**config.mk**
```make
export PLATFORM = sky130hd
export DESIGN_NAME = me_result_sink
export DESIGN_NICKNAME = d
export VERILOG_FILES = /design/src/rtl/me_sink_pkg.sv /design/src/rtl/sync_fifo.sv /design/src/rtl/me_result_sink.sv
export SDC_FILE = /design/constraint.sdc
export NUM_CORES = 1
export LEC_CHECK = 0
export CAP_MARGIN = 20
export CORE_AREA = 2 2 392 200
export CTS_BUF_LIST = sky130_fd_sc_hd__clkbuf_16
export DETAILED_ROUTE_END_ITERATION = 6
export DIE_AREA = 0 0 394 202
export PLACE_DENSITY = 0.7
export SETUP_SLACK_MARGIN = 0.15
export SLEW_MARGIN = 20
export SYNTH_ARGS = -nofsm -noshare
export SYNTH_HDL_FRONTEND = slang
export SYNTH_HIERARCHICAL = 1
export SYNTH_SLANG_ARGS = --single-unit
export TNS_END_PERCENT = 20
```
**constraint.sdc**
```tcl
create_clock -name clk -period 7.9 [get_ports clk]
set_clock_uncertainty 0.2 [all_clocks]
set_input_delay 1.58 -clock clk [delete_from_list [all_inputs] [get_ports clk]]
set_output_delay 1.58 -clock clk [all_outputs]
set_load 0.02 [all_outputs]
```
**src/rtl/me_sink_pkg.sv**
```systemverilog
// Shared types and constants for the motion-estimation result sink.
// Word widths, the FSM state encoding and the address helper live here.
package me_sink_pkg;

  localparam int VEC_W       = 24;
  localparam int IMG_W       = 26;
  localparam int WORD_W      = 32;
  localparam int CNT_W       = 16;
  localparam int ADDR_STRIDE = 4;

  typedef enum logic [1:0] {
    IDLE  = 2'd0,
    ARB   = 2'd1,
    WRITE = 2'd2
  } state_t;

  typedef enum logic {
    STREAM_VEC = 1'b0,
    STREAM_IMG = 1'b1
  } stream_t;

  // Byte address of word number 'count' in a linear region; wraps at 32 bits.
  function automatic logic [WORD_W-1:0] word_addr(input logic [WORD_W-1:0] base,
                                                  input logic [CNT_W-1:0]  count);
    return base + WORD_W'(count) * WORD_W'(ADDR_STRIDE);
  endfunction

endpackage

```
**src/rtl/sync_fifo.sv**
```systemverilog
// Small show-ahead FIFO: rd_data always presents the oldest entry.
// Pushes while full are discarded; the caller is told via 'full'.
module sync_fifo #(
  parameter int WIDTH = 24,
  parameter int AW    = 4
) (
  input  logic             clk,
  input  logic             reset,
  input  logic             push,
  input  logic [WIDTH-1:0] wr_data,
  input  logic             pop,
  output logic [WIDTH-1:0] rd_data,
  output logic             full,
  output logic             empty,
  output logic [AW:0]      count
);

  localparam int DEPTH = 1 << AW;

  logic [WIDTH-1:0] mem [DEPTH];
  logic [AW-1:0]    wr_ptr_reg;
  logic [AW-1:0]    rd_ptr_reg;
  logic [AW:0]      count_reg;
  logic             push_ok;
  logic             pop_ok;

  assign full    = (count_reg == (AW+1)'(DEPTH));
  assign empty   = (count_reg == '0);
  assign push_ok = push && !full;
  assign pop_ok  = pop && !empty;
  assign rd_data = mem[rd_ptr_reg];
  assign count   = count_reg;

  // Storage carries no reset so it can map onto distributed RAM.
  always_ff @(posedge clk) begin
    if (push_ok) begin
      mem[wr_ptr_reg] <= wr_data;
    end
  end

  always_ff @(posedge clk or posedge reset) begin
    if (reset) begin
      wr_ptr_reg <= '0;
      rd_ptr_reg <= '0;
      count_reg  <= '0;
    end else begin
      if (push_ok) begin
        wr_ptr_reg <= wr_ptr_reg + AW'(1);
      end
      if (pop_ok) begin
        rd_ptr_reg <= rd_ptr_reg + AW'(1);
      end
      case ({push_ok, pop_ok})
        2'b10:   count_reg <= count_reg + (AW+1)'(1);
        2'b01:   count_reg <= count_reg - (AW+1)'(1);
        default: count_reg <= count_reg;
      endcase
    end
  end

endmodule

```
**src/rtl/me_result_sink.sv**
```systemverilog
// Buffers the vector and macroblock result streams and drains them, round-robin,
// through one Avalon-MM write master into two linear memory regions.
module me_result_sink
  import me_sink_pkg::*;
#(
  parameter int FIFO_AW   = 4,
  parameter int AF_MARGIN = 3
) (
  input  logic              clk,
  input  logic              reset,
  input  logic              start,
  input  logic [WORD_W-1:0] vector_base,
  input  logic [WORD_W-1:0] img_base,
  input  logic [VEC_W-1:0]  vector_me,
  input  logic              vector_wr_req,
  output logic              vector_wait_fifo,
  input  logic [IMG_W-1:0]  img_mb,
  input  logic              img_wr_req,
  output logic              img_wait_fifo,
  output logic [WORD_W-1:0] avm_address,
  output logic              avm_write,
  output logic [WORD_W-1:0] avm_writedata,
  input  logic              avm_waitrequest,
  output logic [CNT_W-1:0]  vector_words,
  output logic [CNT_W-1:0]  img_words,
  output logic [1:0]        overflow,
  output logic              idle
);

  localparam int               DEPTH    = 1 << FIFO_AW;
  localparam logic [FIFO_AW:0] AF_LEVEL = (FIFO_AW+1)'(DEPTH - AF_MARGIN);

  logic [VEC_W-1:0]  vec_head;
  logic [IMG_W-1:0]  img_head;
  logic              vec_full, vec_empty, img_full, img_empty;
  logic [FIFO_AW:0]  vec_count, img_count;
  logic              vec_pop, img_pop;
  logic              pick_img, arb_go, start_ok;
  logic [1:0]        overflow_next;

  state_t            state_reg;
  stream_t           rr_reg;
  stream_t           served_reg;
  logic [WORD_W-1:0] avm_address_reg, avm_writedata_reg;
  logic              avm_write_reg;
  logic [WORD_W-1:0] vector_base_reg, img_base_reg;
  logic [CNT_W-1:0]  vector_words_reg, img_words_reg;
  logic [1:0]        overflow_reg;
  logic              vector_wait_reg, img_wait_reg, idle_reg;

  sync_fifo #(.WIDTH(VEC_W), .AW(FIFO_AW)) u_vec_fifo (
    .clk     (clk),
    .reset   (reset),
    .push    (vector_wr_req),
    .wr_data (vector_me),
    .pop     (vec_pop),
    .rd_data (vec_head),
    .full    (vec_full),
    .empty   (vec_empty),
    .count   (vec_count)
  );

  sync_fifo #(.WIDTH(IMG_W), .AW(FIFO_AW)) u_img_fifo (
    .clk     (clk),
    .reset   (reset),
    .push    (img_wr_req),
    .wr_data (img_mb),
    .pop     (img_pop),
    .rd_data (img_head),
    .full    (img_full),
    .empty   (img_empty),
    .count   (img_count)
  );

  // On a tie the round-robin pointer names the stream that was not served last.
  always_comb begin
    pick_img = 1'b0;
    if (!vec_empty && !img_empty) begin
      pick_img = (rr_reg == STREAM_IMG);
    end else begin
      pick_img = !img_empty;
    end
  end

  assign arb_go   = (state_reg == ARB) && !(vec_empty && img_empty);
  assign vec_pop  = arb_go && !pick_img;
  assign img_pop  = arb_go && pick_img;
  assign start_ok = start && idle_reg;

  always_comb begin
    overflow_next = start_ok ? 2'b00 : overflow_reg;
    overflow_next = overflow_next | {img_wr_req & img_full, vector_wr_req & vec_full};
  end

  always_ff @(posedge clk or posedge reset) begin
    if (reset) begin
      state_reg         <= IDLE;
      rr_reg            <= STREAM_VEC;
      served_reg        <= STREAM_VEC;
      avm_address_reg   <= '0;
      avm_writedata_reg <= '0;
      avm_write_reg     <= 1'b0;
      vector_base_reg   <= '0;
      img_base_reg      <= '0;
      vector_words_reg  <= '0;
      img_words_reg     <= '0;
      overflow_reg      <= '0;
      vector_wait_reg   <= 1'b0;
      img_wait_reg      <= 1'b0;
      idle_reg          <= 1'b1;
    end else begin
      overflow_reg    <= overflow_next;
      vector_wait_reg <= (vec_count >= AF_LEVEL);
      img_wait_reg    <= (img_count >= AF_LEVEL);
      idle_reg        <= (state_reg == IDLE) && vec_empty && img_empty &&
                         !vector_wr_req && !img_wr_req;

      if (start_ok) begin
        vector_base_reg  <= vector_base;
        img_base_reg     <= img_base;
        vector_words_reg <= '0;
        img_words_reg    <= '0;
      end

      case (state_reg)
        IDLE: begin
          // A strobe this cycle counts as pending so ARB follows immediately.
          if (!vec_empty || !img_empty || vector_wr_req || img_wr_req) begin
            state_reg <= ARB;
          end
        end
        ARB: begin
          if (arb_go) begin
            served_reg    <= pick_img ? STREAM_IMG : STREAM_VEC;
            rr_reg        <= pick_img ? STREAM_VEC : STREAM_IMG;
            avm_write_reg <= 1'b1;
            if (pick_img) begin
              avm_address_reg   <= word_addr(img_base_reg, img_words_reg);
              avm_writedata_reg <= {{(WORD_W-IMG_W){1'b0}}, img_head};
            end else begin
              avm_address_reg   <= word_addr(vector_base_reg, vector_words_reg);
              avm_writedata_reg <= {{(WORD_W-VEC_W){1'b0}}, vec_head};
            end
            state_reg <= WRITE;
          end else begin
            state_reg <= IDLE;
          end
        end
        WRITE: begin
          if (!avm_waitrequest) begin
            avm_write_reg <= 1'b0;
            state_reg     <= ARB;
            if (served_reg == STREAM_IMG) begin
              img_words_reg <= img_words_reg + CNT_W'(1);
            end else begin
              vector_words_reg <= vector_words_reg + CNT_W'(1);
            end
          end
        end
        default: state_reg <= IDLE;
      endcase
    end
  end

  assign avm_address      = avm_address_reg;
  assign avm_write        = avm_write_reg;
  assign avm_writedata    = avm_writedata_reg;
  assign vector_words     = vector_words_reg;
  assign img_words        = img_words_reg;
  assign overflow         = overflow_reg;
  assign vector_wait_fifo = vector_wait_reg;
  assign img_wait_fifo    = img_wait_reg;
  assign idle             = idle_reg;

endmodule

```
==> metrics.cfg, run 1 <==
[clock_network]
ctsLongestPathBuffers = 3
post_cts_buffers = 0
insertion_delay_ns = 0.68
cts_hold_repair.buffers = 0
cts_max_level = 3
cts_made_buffers = 86
ctsRootBufferMaster = clkbuf_16
postCtsResizedCells = 0
cts_tree = yes
worst_setup_hold_path_clk_slew_ns = 0.07
tritoncts_num_sinks = 990

[synthesis]
ys_seq_elements = 990
post_synth.cell_area_avg_sq_um = 15.4
number_of_flops_mapped_to_enable_cells_by_yosys = 800
cells_after_synth = 2687
post_synth_instance_area_sq_mm = 0.0414
ys.warnings.count = 6
ys_types = 78
sequential_fraction_of_the_synthesis_area_pct = 69.5
ys.flop_type = edfxtp_1
synth-async-reset-ratio_pct = 19.2

[setup_path]
worst_ep_arrival_time_ns = 5.32
cp-end-kind = flip-flop
required_ns = 8.25
cp_max_fo = 47
critical_path_class = flip-flop to flip-flop
category_of_the_worst_setup_path_launch_point = flip-flop

[place]
globalplace.congestion = 0.916
buffer_ports.inserted = 215
place_hpwl_um = 65200
total_placed_instance_area_sq_mm = 0.0445

[timing]
totalNegativeSetupSlack_ns = 0
setup_viol = 0
timing.final.crit_period_ns = 4.97
final_max_slew_viol_count = 0
hold_viol_final = 0
grt_setup_unrepaired = no
clock.fmax_mhz = 201
tightest_slew_ns = 1.15
finalCritPeriodShare_pct = 63.0
slew_headroom_pct = 23.1

[min_path]
worst_hold_path_type = flip-flop to flip-flop

[die]
die_width_um = 394
initial_utilization_pct = 54.3
design.portCount = 222
core_area_sq_mm = 0.0763
dieArea_sq_mm = 0.0796
row_count = 72
chipHeight_um = 202

[cells_and_area]
max_ffs_per_register = 416
syn_to_final_growth_pct = 14.2
num-nets-final = 3083
layout-drive-gt1-share_pct = 12.5
largest_register = u_img_fifo/mem
design_area_sq_mm = 0.0473
reg_top3 = u_img_fifo/mem x416, u_vec_fifo/mem x384

[global_routing]
grtUsageTotal_pct = 26.0
largest_net_degree_at_the_start_of_global_routing = 131
grt_pass1_wl_um = 154000
antenna_found_initial = 2
leftover_overflow_at_the_end_of_global_routing = 0
number_of_global_route_vias_before_repair = 24000

[route]
route.detailed.wl_per_inst_um = 25.8
post-route-drc-count = 0
route.detailed.vias_per_inst = 6.17
ant_nets = 0
wl_um = 103000
initialDrtViolationCount = 2826
detailroute.via_count = 24700
first_pass_iters = 6

[power_and_ir_drop]
reported_leakage_power_nw = 17.2
switching_share_pct = 34.5
switching_power_mw = 5.62
comb_pwr_share_pct = 32.1
power_density_normalized_to_cell_area_mw_per_mm2 = 344
seq_power_share_pct = 42.1
part_of_the_power_in_the_clock_network_pct = 25.8
intPower_mw = 10.7
vdd_drop_max_mv = 0.316

[flow_run]
cap_violations = 0

[run_status]
run_status = finished, final reports clean

## power groups by stage
stage / Sequential, mW / Clock (mW) / Combinational, mW
after floorplan: 6.86 / 0 / 3.53
after global placement: 6.92 / 0 / 5.09
after detailed placement: 6.95 / 0 / 5.20
after CTS: 6.85 / 4.27 / 5.22
after global routing: 6.91 / 4.49 / 5.59
final: 6.85 / 4.20 / 5.22
## logic make-up (layout without fill, tap and decap cells)
kind of cell	Yosys count	in the layout	share of synthesized area, %
muxes	311	311	10.6
and+or+nand+nor	655	655	6.75
buffers and inverters	179	460	2.57
adders and majority gates	56	56	1.76
other	1	7	0.00905
DFF	990	990	69.5
xor gates and xnor gates	64	64	1.35
AOI/OAI and AO/OA	431	431	7.52
## layer usage
| layer | GRT usage [%] | wire length (um) | up-vias | part of all wire [%] |
|---|---|---|---|---|
| li1 | - | - | 10800 | - |
| met1 | 40.4 | 45900 | 12600 | 44 |
| met2 | 37.9 | 45200 | 1212 | 44 |
| met3 | 5.20 | 9810 | 149 | 9.5 |
| met4 | 6.83 | 2440 | 2 | 2.4 |
| met5 | 0 | 16 | - | 0.015 |
## final timing paths
path	start	end	slack [ns]	cells past startpoint
max reg2reg	u_img_fifo/count[0]	u_vec_fifo/count[4]	2.93	15
min reg2reg	img_base_reg[0]	img_base_reg[0]	0.28	2
max in group asynchronous	reset	vector_base_reg[5]	4.79	3
min in group asynchronous	reset	u_img_fifo/count[4]	1.36	2
min	img_base_reg[0]	img_base_reg[0]	0.28	2
max	u_img_fifo/count[0]	u_vec_fifo/count[4]	2.93	15
## synthesized netlist by cell type (all sizes together), types with 10 or more instances
master / n / area (sq um)
a211oi: 11 / 82.6
a21oi: 43 / 215
a221oi: 101 / 1050
a22oi: 53 / 398
a31oi: 36 / 225
and3: 13 / 86.3
buf: 84 / 709
clkbuf: 59 / 221
dfrtp: 189 / 4730
edfxtp: 800 / 24000
ha: 52 / 651
inv: 33 / 124
mux2i: 208 / 2080
mux4: 100 / 2270
nand2: 404 / 1520
nand2b: 11 / 68.8
nand3: 36 / 185
nand4: 19 / 119
nor2: 111 / 417
nor3: 19 / 95.1
o211ai: 10 / 80.1
o21ai: 134 / 671
xnor2: 39 / 342
xor2: 25 / 219
## stage by stage
stage / utilization, % / cells / hold slack [ns] / power (mW) / setup WS [ns]
final: 62.0 / 4010 / 0.283 / 16.3 / 2.93
after global routing: 62.0 / 4010 / 0.315 / 17.0 / 2.68
after CTS: 62.0 / 4009 / 0.284 / 16.3 / 2.99
after detailed placement: 58.4 / 3855 / 0.267 / 12.2 / 3.02
after global placement: 58.4 / 3855 / 0.264 / 12.0 / 3.09
after floorplan: - / 2692 / 0.246 / 10.4 / 1.69
## cell type report
cell class | instances | area, sq um
fillers | 5510 | 29000
flip-flops and latches | 990 | 28800
multi-input cells | 1523 | 11700
repair buffers | 270 | 2580
clock buffers | 87 | 2180
well taps | 1036 | 1300
clock inverters | 67 | 608
inverters | 36 | 143
diodes | 1 | 2.50
## critical path, cell delays in order (launching register included)
cell and delay [ns]:
dfrtp_1 0.44, nor4_1 0.40, and2b_1 0.30, or2_2 0.15
buf_4 0.58, nand2_1 0.35, clkinv_1 0.26, nor2b_1 0.44
ha_1 0.33, inv_1 0.12, fa_1 0.41, nor2b_1 0.13
o21ai_0 0.13, nand3_1 0.12, or3b_1 0.37, xnor2_1 0.13
## layout by cell type, fill, tap and decap left out, types with 13 or more instances in the layout
cell type        netlist  routed
edfxtp_1             800     800
a221oi_2              27      27
ha_1                  52      52
inv_1                 33      48
mux2i_1              208     208
nand4_1               19      19
xnor2_1               39      39
a22oi_1               53      53
dfrtp_1              189     185
nand3_1               35      35
a21oi_1               43      43
a221oi_1              74      74
a31oi_1               36      36
mux4_2                96      96
clkinv_1               3      16
xor2_1                25      25
nand2_1              402     401
clkdlybuf4s50_1        0     215
o21ai_1               13      13
clkbuf_16              0      87
nor2_1               111      86
nor2_2                 0      22
buf_4                 13      54
o21ai_0              121     121
No activity file was read; power rests on OpenSTA's default activity.
==> inputs of run 2 (changes only) <==
--- a/config.mk
+++ b/config.mk
@@ -6,11 +6,11 @@
 export NUM_CORES = 1
 export LEC_CHECK = 0
 export CAP_MARGIN = 20
-export CORE_AREA = 2 2 392 200
+export CORE_AREA = 2 2 395 201
 export CTS_BUF_LIST = sky130_fd_sc_hd__clkbuf_16
 export DETAILED_ROUTE_END_ITERATION = 6
-export DIE_AREA = 0 0 394 202
-export PLACE_DENSITY = 0.7
+export DIE_AREA = 0 0 397 203
+export PLACE_DENSITY = 0.72
 export SETUP_SLACK_MARGIN = 0.15
 export SLEW_MARGIN = 20
 export SYNTH_ARGS = -nofsm -noshare
==> constraint.sdc (replaced) <==
create_clock -name clk -period 4 [get_ports clk]
set_clock_uncertainty 0.2 [all_clocks]
set_input_delay 0.8 -clock clk [delete_from_list [all_inputs] [get_ports clk]]
set_output_delay 0.8 -clock clk [all_outputs]
set_load 0.02 [all_outputs]
==> metrics.cfg, run 2 (same netlist as run 1, synthesis figures left out) <==
[setup_path]
path_cells = nor4_1, and2b_1, nor2_1, or2_2, nand2_1, clkinv_1, nor2b_2, ha_1, ha_1, nor2b_1, o21ai_1, a21oi_1, or3b_1, xnor2_1  ; was nor4_1, and2b_1, or2_2, buf_4, nand2_1, clkinv_1, nor2b_1, ha_1, inv_1, fa_1, nor2b_1, o21ai_0, nand3_1, or3b_1, xnor2_1
required_ns = 4.38  ; was 8.25 ns
r2r.worst_path.cells = 14  ; was 15
worst_r2r_endpoint = u_vec_fifo/count[4]  ; unchanged
timing.critical_path.mode_cell = ha_1  ; was nor2b_1
critPathSlowestCell = dfrtp_1  ; was buf_4
worst_ep_arrival_time_ns = 4.00  ; was 5.32 ns
rr_startpoint = u_vec_fifo/count[0]  ; was u_img_fifo/count[0]
timing.critical_path.to = u_vec_fifo/count[4]  ; unchanged
reg2reg_setup_slack_ns = 0.37  ; was 2.93 ns
category_of_the_worst_setup_path_launch_point = flip-flop  ; unchanged
cp_max_fo = 5  ; was 47
critical_path_class = flip-flop to flip-flop  ; unchanged
cpPeakStageDelay_ns = 0.43  ; was 0.58 ns
startpoint = u_vec_fifo/count[0]  ; was u_img_fifo/count[0]
cp-end-kind = flip-flop  ; unchanged

[cells_and_area]
commonest_cells_after_routing_fill_and_taps_aside = 800 x edfxtp_1, 401 x nand2_1, 215 x clkdlybuf4s50_1  ; unchanged
final.fill_count = 5490  ; was 5510
reg_top3 = u_img_fifo/mem x416, u_vec_fifo/mem x384  ; unchanged
max_ffs_per_register = 416  ; unchanged
mostFrequentLayoutCell = edfxtp_1  ; unchanged
syn_to_final_growth_pct = 15.6  ; was 14.2%
insertedDiodeCount = 0  ; was 1
largest_register = u_img_fifo/mem  ; unchanged
layout-drive-gt1-share_pct = 13.6  ; was 12.5%
num-nets-final = 3134  ; was 3083

[power_and_ir_drop]
power_density_normalized_to_cell_area_mw_per_mm2 = 678  ; was 344 mW/mm^2
reported_leakage_power_nw = 17.5  ; was 17.2 nW
vdd_drop_max_mv = 0.411  ; was 0.316 mV

[global_routing]
number_of_global_route_vias_before_repair = 24400  ; was 24000
largest_net_degree_at_the_start_of_global_routing = 67  ; was 131
antenna_found_initial = 1  ; was 2
grt_pass1_wl_um = 154000  ; about the same
grtUsageTotal_pct = 25.6  ; was 26.0%
leftover_overflow_at_the_end_of_global_routing = 0  ; unchanged

[route]
route.detailed.vias_per_inst = 6.08  ; was 6.17
wl_um = 103000  ; about the same
detailroute.via_count = 24700  ; about the same
post-route-drc-count = 0  ; unchanged
first_pass_iters = 6  ; unchanged
ant_nets = 0  ; unchanged
initialDrtViolationCount = 2350  ; was 2826
route.detailed.wl_per_inst_um = 25.2  ; was 25.8 um

[timing]
hold_viol_final = 0  ; unchanged
fin_worst_hold_slack_ns = 0.285  ; was 0.283 ns
clock.fmax_mhz = 276  ; was 201 MHz
finalCritPeriodShare_pct = 90.6  ; was 63.0%
timing.final.crit_period_ns = 3.63  ; was 4.97 ns
final_max_slew_viol_count = 0  ; unchanged
totalNegativeSetupSlack_ns = 0  ; unchanged
slew_headroom_pct = 38.4  ; was 23.1%
tightest_slew_ns = 0.918  ; was 1.15 ns
grt_setup_unrepaired = no  ; unchanged
setup_viol = 0  ; unchanged

[clock_network]
cts_tree = yes  ; unchanged
tritoncts_num_sinks = 990  ; unchanged
post_cts_buffers = 0  ; unchanged
cts_max_level = 3  ; unchanged
cts_made_buffers = 85  ; was 86
insertion_delay_ns = 0.69  ; was 0.68 ns
ctsLongestPathBuffers = 3  ; unchanged
postCtsResizedCells = 1  ; was 0
ctsRootBufferMaster = clkbuf_16  ; unchanged
worst_setup_hold_path_clk_slew_ns = 0.07  ; about the same
cts_hold_repair.buffers = 0  ; unchanged

[die]
initial_utilization_pct = 53.9  ; was 54.3%
row_count = 72  ; unchanged
core_area_sq_mm = 0.0768  ; was 0.0763 sq mm
dieArea_sq_mm = 0.0806  ; was 0.0796 sq mm
die_width_um = 397  ; was 394 um
chipHeight_um = 203  ; was 202 um
design.portCount = 222  ; unchanged

[min_path]
worst_hold_path_type = flip-flop to flip-flop  ; unchanged

[run_status]
run_status = finished, final reports clean  ; unchanged

[place]
globalplace.congestion = 0.894  ; was 0.916
buffer_ports.inserted = 215  ; unchanged
place_hpwl_um = 64700  ; was 65200 um

[flow_run]
cap_violations = 0  ; unchanged

-- run 2: changes by cell type in the layout (fill, tap and decap cells not counted), moves of 3 or more --
| cell | change |
|---|---|
| inv_8 | -3 |
| clkinv_1 | +7 |
| nor2_2 | -12 |
| clkinv_4 | -3 |
| inv_1 | +7 |
| nor2_4 | +12 |
| clkinvlp_4 | -3 |
| buf_4 | +39 |
| buf_12 | +13 |
-- run 2: power by group --
part	switching (mW)	total, mW	leakage, nW	internal (mW)
Sequential	0.923	13.4	9.66	12.5
Combinational	6.67	10.9	6.43	4.20
Clock	3.77	8.19	1.42	4.41
Total	11.4	32.5	17.5	21.1
-- run 2: metrics by stage --
step / total power [mW] / area, sq um / util [%] / instances / setup slack (ns)
2_1_floorplan: 20.5 / 41500 / - / 2692 / 0.350
3_3_place_gp: 24.1 / 45200 / 58.8 / 3907 / 0.184
3_5_place_dp: 24.4 / 45200 / 58.8 / 3907 / 0.0828
4_1_cts: 32.6 / 47900 / 62.4 / 4063 / 0.294
5_1_grt: 33.9 / 47900 / 62.4 / 4063 / 0.172
6_report: 32.5 / 47900 / 62.4 / 4063 / 0.374
-- run 2: routing by layer --
metal	GRT usage [%]	vias up	wire (um)
met5	0	-	14
met4	7.70	2	2510
met3	4.42	159	7980
met2	40.4	1001	48900
met1	36.7	12700	43200
li1	-	10900	-
-- run 2: final cells by class --
cell class	instances	area, sq um	share of cell area, %
clock buffers	86	2150	4.49
clock inverters	70	603	1.26
inverters	36	139	0.290
multi-input cells	1523	11800	24.6
flip-flops and latches	990	28800	60.1
well taps	1036	1300	2.70
repair buffers	322	3130	6.53
-- run 2: how the worst min path moves through the flow --
stage                              startpoint             endpoint  cells past startpoint
final                         img_base_reg[7]      img_base_reg[7]                      2
after global routing      vector_base_reg[16]  vector_base_reg[16]                      2
after CTS                  vector_base_reg[1]   vector_base_reg[1]                      2
after detailed placement   vector_base_reg[1]   vector_base_reg[1]                      2
after global placement        img_base_reg[1]      img_base_reg[1]                      2
after floorplan               img_base_reg[0]      img_base_reg[0]                      2
-- run 2: worst max-delay path: cells and delay by family (launching register included) --
| family | cells | cell delay (ns) |
|---|---|---|
| AOI/OAI and AO/OA | 2 | 0.30 |
| adders and majority gates | 2 | 0.59 |
| xor gates and xnor gates | 1 | 0.13 |
| DFF | 1 | 0.43 |
| and+or+nand+nor | 8 | 1.81 |
| buffers and inverters | 1 | 0.07 |
==> inputs of run 3 (changes only) <==
--- a/config.mk
+++ b/config.mk
@@ -7,7 +7,7 @@
 export LEC_CHECK = 0
 export CAP_MARGIN = 20
 export CORE_AREA = 2 2 395 201
-export CTS_BUF_LIST = sky130_fd_sc_hd__clkbuf_16
+export CTS_BUF_LIST = sky130_fd_sc_hd__clkbuf_8 sky130_fd_sc_hd__clkbuf_16
 export DETAILED_ROUTE_END_ITERATION = 6
 export DIE_AREA = 0 0 397 203
 export PLACE_DENSITY = 0.72
==> metrics.cfg, run 3 (same netlist as run 1, synthesis figures left out) <==
[run_status]
run_status = finished, final reports clean  ; unchanged

[route]
route.detailed.wl_per_inst_um = 25.3  ; was 25.2 um
route.detailed.vias_per_inst = 6.09  ; was 6.08
ant_nets = 0  ; unchanged
first_pass_iters = 7  ; was 6
initialDrtViolationCount = 2406  ; was 2350
post-route-drc-count = 0  ; unchanged
detailroute.via_count = 24800  ; was 24700
wl_um = 103000  ; about the same

[cells_and_area]
num-nets-final = 3134  ; unchanged
syn_to_final_growth_pct = 15.9  ; was 15.6%
layout-drive-gt1-share_pct = 13.9  ; was 13.6%
largest_register = u_img_fifo/mem  ; unchanged
mostFrequentLayoutCell = edfxtp_1  ; unchanged
commonest_cells_after_routing_fill_and_taps_aside = 800 x edfxtp_1, 401 x nand2_1, 215 x clkdlybuf4s50_1  ; unchanged
max_ffs_per_register = 416  ; unchanged
reg_top3 = u_img_fifo/mem x416, u_vec_fifo/mem x384  ; unchanged
design_area_sq_mm = 0.0480  ; was 0.0479 sq mm
final.fill_count = 5477  ; was 5490
fin_util_pct = 62.5  ; was 62.4%

[clock_network]
cts_tree = yes  ; unchanged
insertion_delay_ns = 0.69  ; about the same
cts_max_level = 3  ; unchanged
cts_hold_repair.buffers = 0  ; unchanged
post_cts_buffers = 0  ; unchanged
cts_made_buffers = 85  ; unchanged
ctsRootBufferMaster = clkbuf_16  ; unchanged
tritoncts_num_sinks = 990  ; unchanged
worst_setup_hold_path_clk_slew_ns = 0.07  ; about the same
ctsLongestPathBuffers = 3  ; unchanged

[place]
total_placed_instance_area_sq_mm = 0.0452  ; unchanged
buffer_ports.inserted = 215  ; unchanged
place_hpwl_um = 64700  ; unchanged
globalplace.congestion = 0.894  ; unchanged

[power_and_ir_drop]
vdd_drop_max_mv = 0.414  ; was 0.411 mV
reported_leakage_power_nw = 17.6  ; was 17.5 nW
power_density_normalized_to_cell_area_mw_per_mm2 = 681  ; was 678 mW/mm^2

[setup_path]
worst_ep_arrival_time_ns = 4.03  ; was 4.00 ns
cpPeakStageDelay_ns = 0.44  ; was 0.43 ns
cp-end-kind = flip-flop  ; unchanged
critical_path_class = flip-flop to flip-flop  ; unchanged
timing.critical_path.max_delay_family = simple AND/OR/NAND/NOR gates  ; unchanged
worstPathBufferInverterCount = 1  ; unchanged
timing.critical_path.mode_cell = ha_1  ; unchanged
required_ns = 4.38  ; about the same
category_of_the_worst_setup_path_launch_point = flip-flop  ; unchanged
cp_max_fo = 5  ; unchanged
critPathSlowestCell = dfrtp_1  ; unchanged
path_cells = nor4_1, and2b_1, nor2_1, or2_2, nand2_1, clkinv_1, nor2b_2, ha_1, ha_1, nor2b_1, o21ai_1, a21oi_1, or3b_1, xnor2_1  ; unchanged

[timing]
tightest_slew_ns = 0.936  ; was 0.918 ns
totalNegativeSetupSlack_ns = 0  ; unchanged
final_max_slew_viol_count = 0  ; unchanged
hold_viol_final = 0  ; unchanged
setup_viol = 0  ; unchanged
grt_setup_unrepaired = no  ; unchanged
finalCritPeriodShare_pct = 91.2  ; was 90.6%
slew_headroom_pct = 37.2  ; was 38.4%
timing.final.crit_period_ns = 3.65  ; was 3.63 ns
clock.fmax_mhz = 274  ; was 276 MHz

[die]
design.portCount = 222  ; unchanged
die_width_um = 397  ; unchanged
initial_utilization_pct = 53.9  ; unchanged
dieArea_sq_mm = 0.0806  ; unchanged
chipHeight_um = 203  ; unchanged
row_count = 72  ; unchanged
core_area_sq_mm = 0.0768  ; unchanged

[global_routing]
leftover_overflow_at_the_end_of_global_routing = 0  ; unchanged
grt_pass1_wl_um = 153000  ; was 154000 um
largest_net_degree_at_the_start_of_global_routing = 67  ; unchanged
antenna_found_initial = 3  ; was 1
number_of_global_route_vias_before_repair = 24400  ; about the same
grtUsageTotal_pct = 25.6  ; about the same

[flow_run]
cap_violations = 0  ; unchanged

[min_path]
worst_hold_path_type = flip-flop to flip-flop  ; unchanged

run 3: changes by cell type in the layout (fill, tap and decap cells not counted), sizes merged:
cell | before | now
diode | 0 | 1
clkinv | 36 | 27
clkbuf | 86 | 95
run 3: power by group:
group	leakage [nW]	internal (mW)	switching, mW
sequential	9.66	12.5	0.925
combinational	6.43	4.20	6.67
clock	1.47	4.59	3.78
run 3: final cells by class:
class                      count  area [sq um]  share of cell area (%)
clock buffer                  95          2280                    4.74
timing repair buffer         322          3130                    6.52
sequential                   990         28800                    60.0
antenna                        1          2.50                 0.00521
tap                         1036          1300                    2.70
multi-input combinational   1523         11800                    24.6
clock inverter                61           569                    1.19
inverter                      36           139                   0.289
run 3: stage by stage:
| step | instances | total power [mW] | hold slack, ns | setup WS (ns) |
|---|---|---|---|---|
| 4_1_cts | 4063 | 32.8 | 0.279 | 0.294 |
| 3_3_place_gp | 3907 | 24.1 | 0.262 | 0.184 |
| 2_1_floorplan | 2692 | 20.5 | 0.246 | 0.350 |
| 5_1_grt | 4064 | 34.1 | 0.309 | 0.173 |
| 6_report | 4064 | 32.7 | 0.284 | 0.352 |
| 3_5_place_dp | 3907 | 24.4 | 0.262 | 0.0828 |
run 3: worst reg2reg max path, stage by stage (launching register included):
cell and delay (ns):
dfrtp_1 0.44, nor4_1 0.37, and2b_1 0.23, nor2_1 0.10, or2_2 0.29, nand2_1 0.10
clkinv_1 0.07, nor2b_2 0.22, ha_1 0.26, ha_1 0.34, nor2b_1 0.15, o21ai_1 0.21
a21oi_1 0.10, or3b_1 0.36, xnor2_1 0.13
run 3: what timing repair did:
item                                    4_1_cts  5_1_grt
gates resized for setup                       1        2
gates cloned                                  0        0
endpoints found under the setup margin        1        2
run 3: worst paths after layout:
check                                          from                  end  slack, ns  depth (start not counted)
worst min register to register      img_base_reg[7]      img_base_reg[7]       0.28                          2
worst max register to register  u_vec_fifo/count[0]  u_vec_fifo/count[4]       0.35                         14
worst max-delay path            u_vec_fifo/count[0]  u_vec_fifo/count[4]       0.35                         14
worst min-delay path                img_base_reg[7]      img_base_reg[7]       0.28                          2
max in group asynchronous                     reset  vector_base_reg[24]       2.31                          3
min in group asynchronous                     reset  u_img_fifo/count[4]       0.44                          2
run 3: metal layers:
layer / GRT usage [%] / wire length, um
met5: 0 / 23
met4: 8.43 / 2870
met3: 5.13 / 8050
met2: 40.1 / 48600
met1: 36.2 / 43100
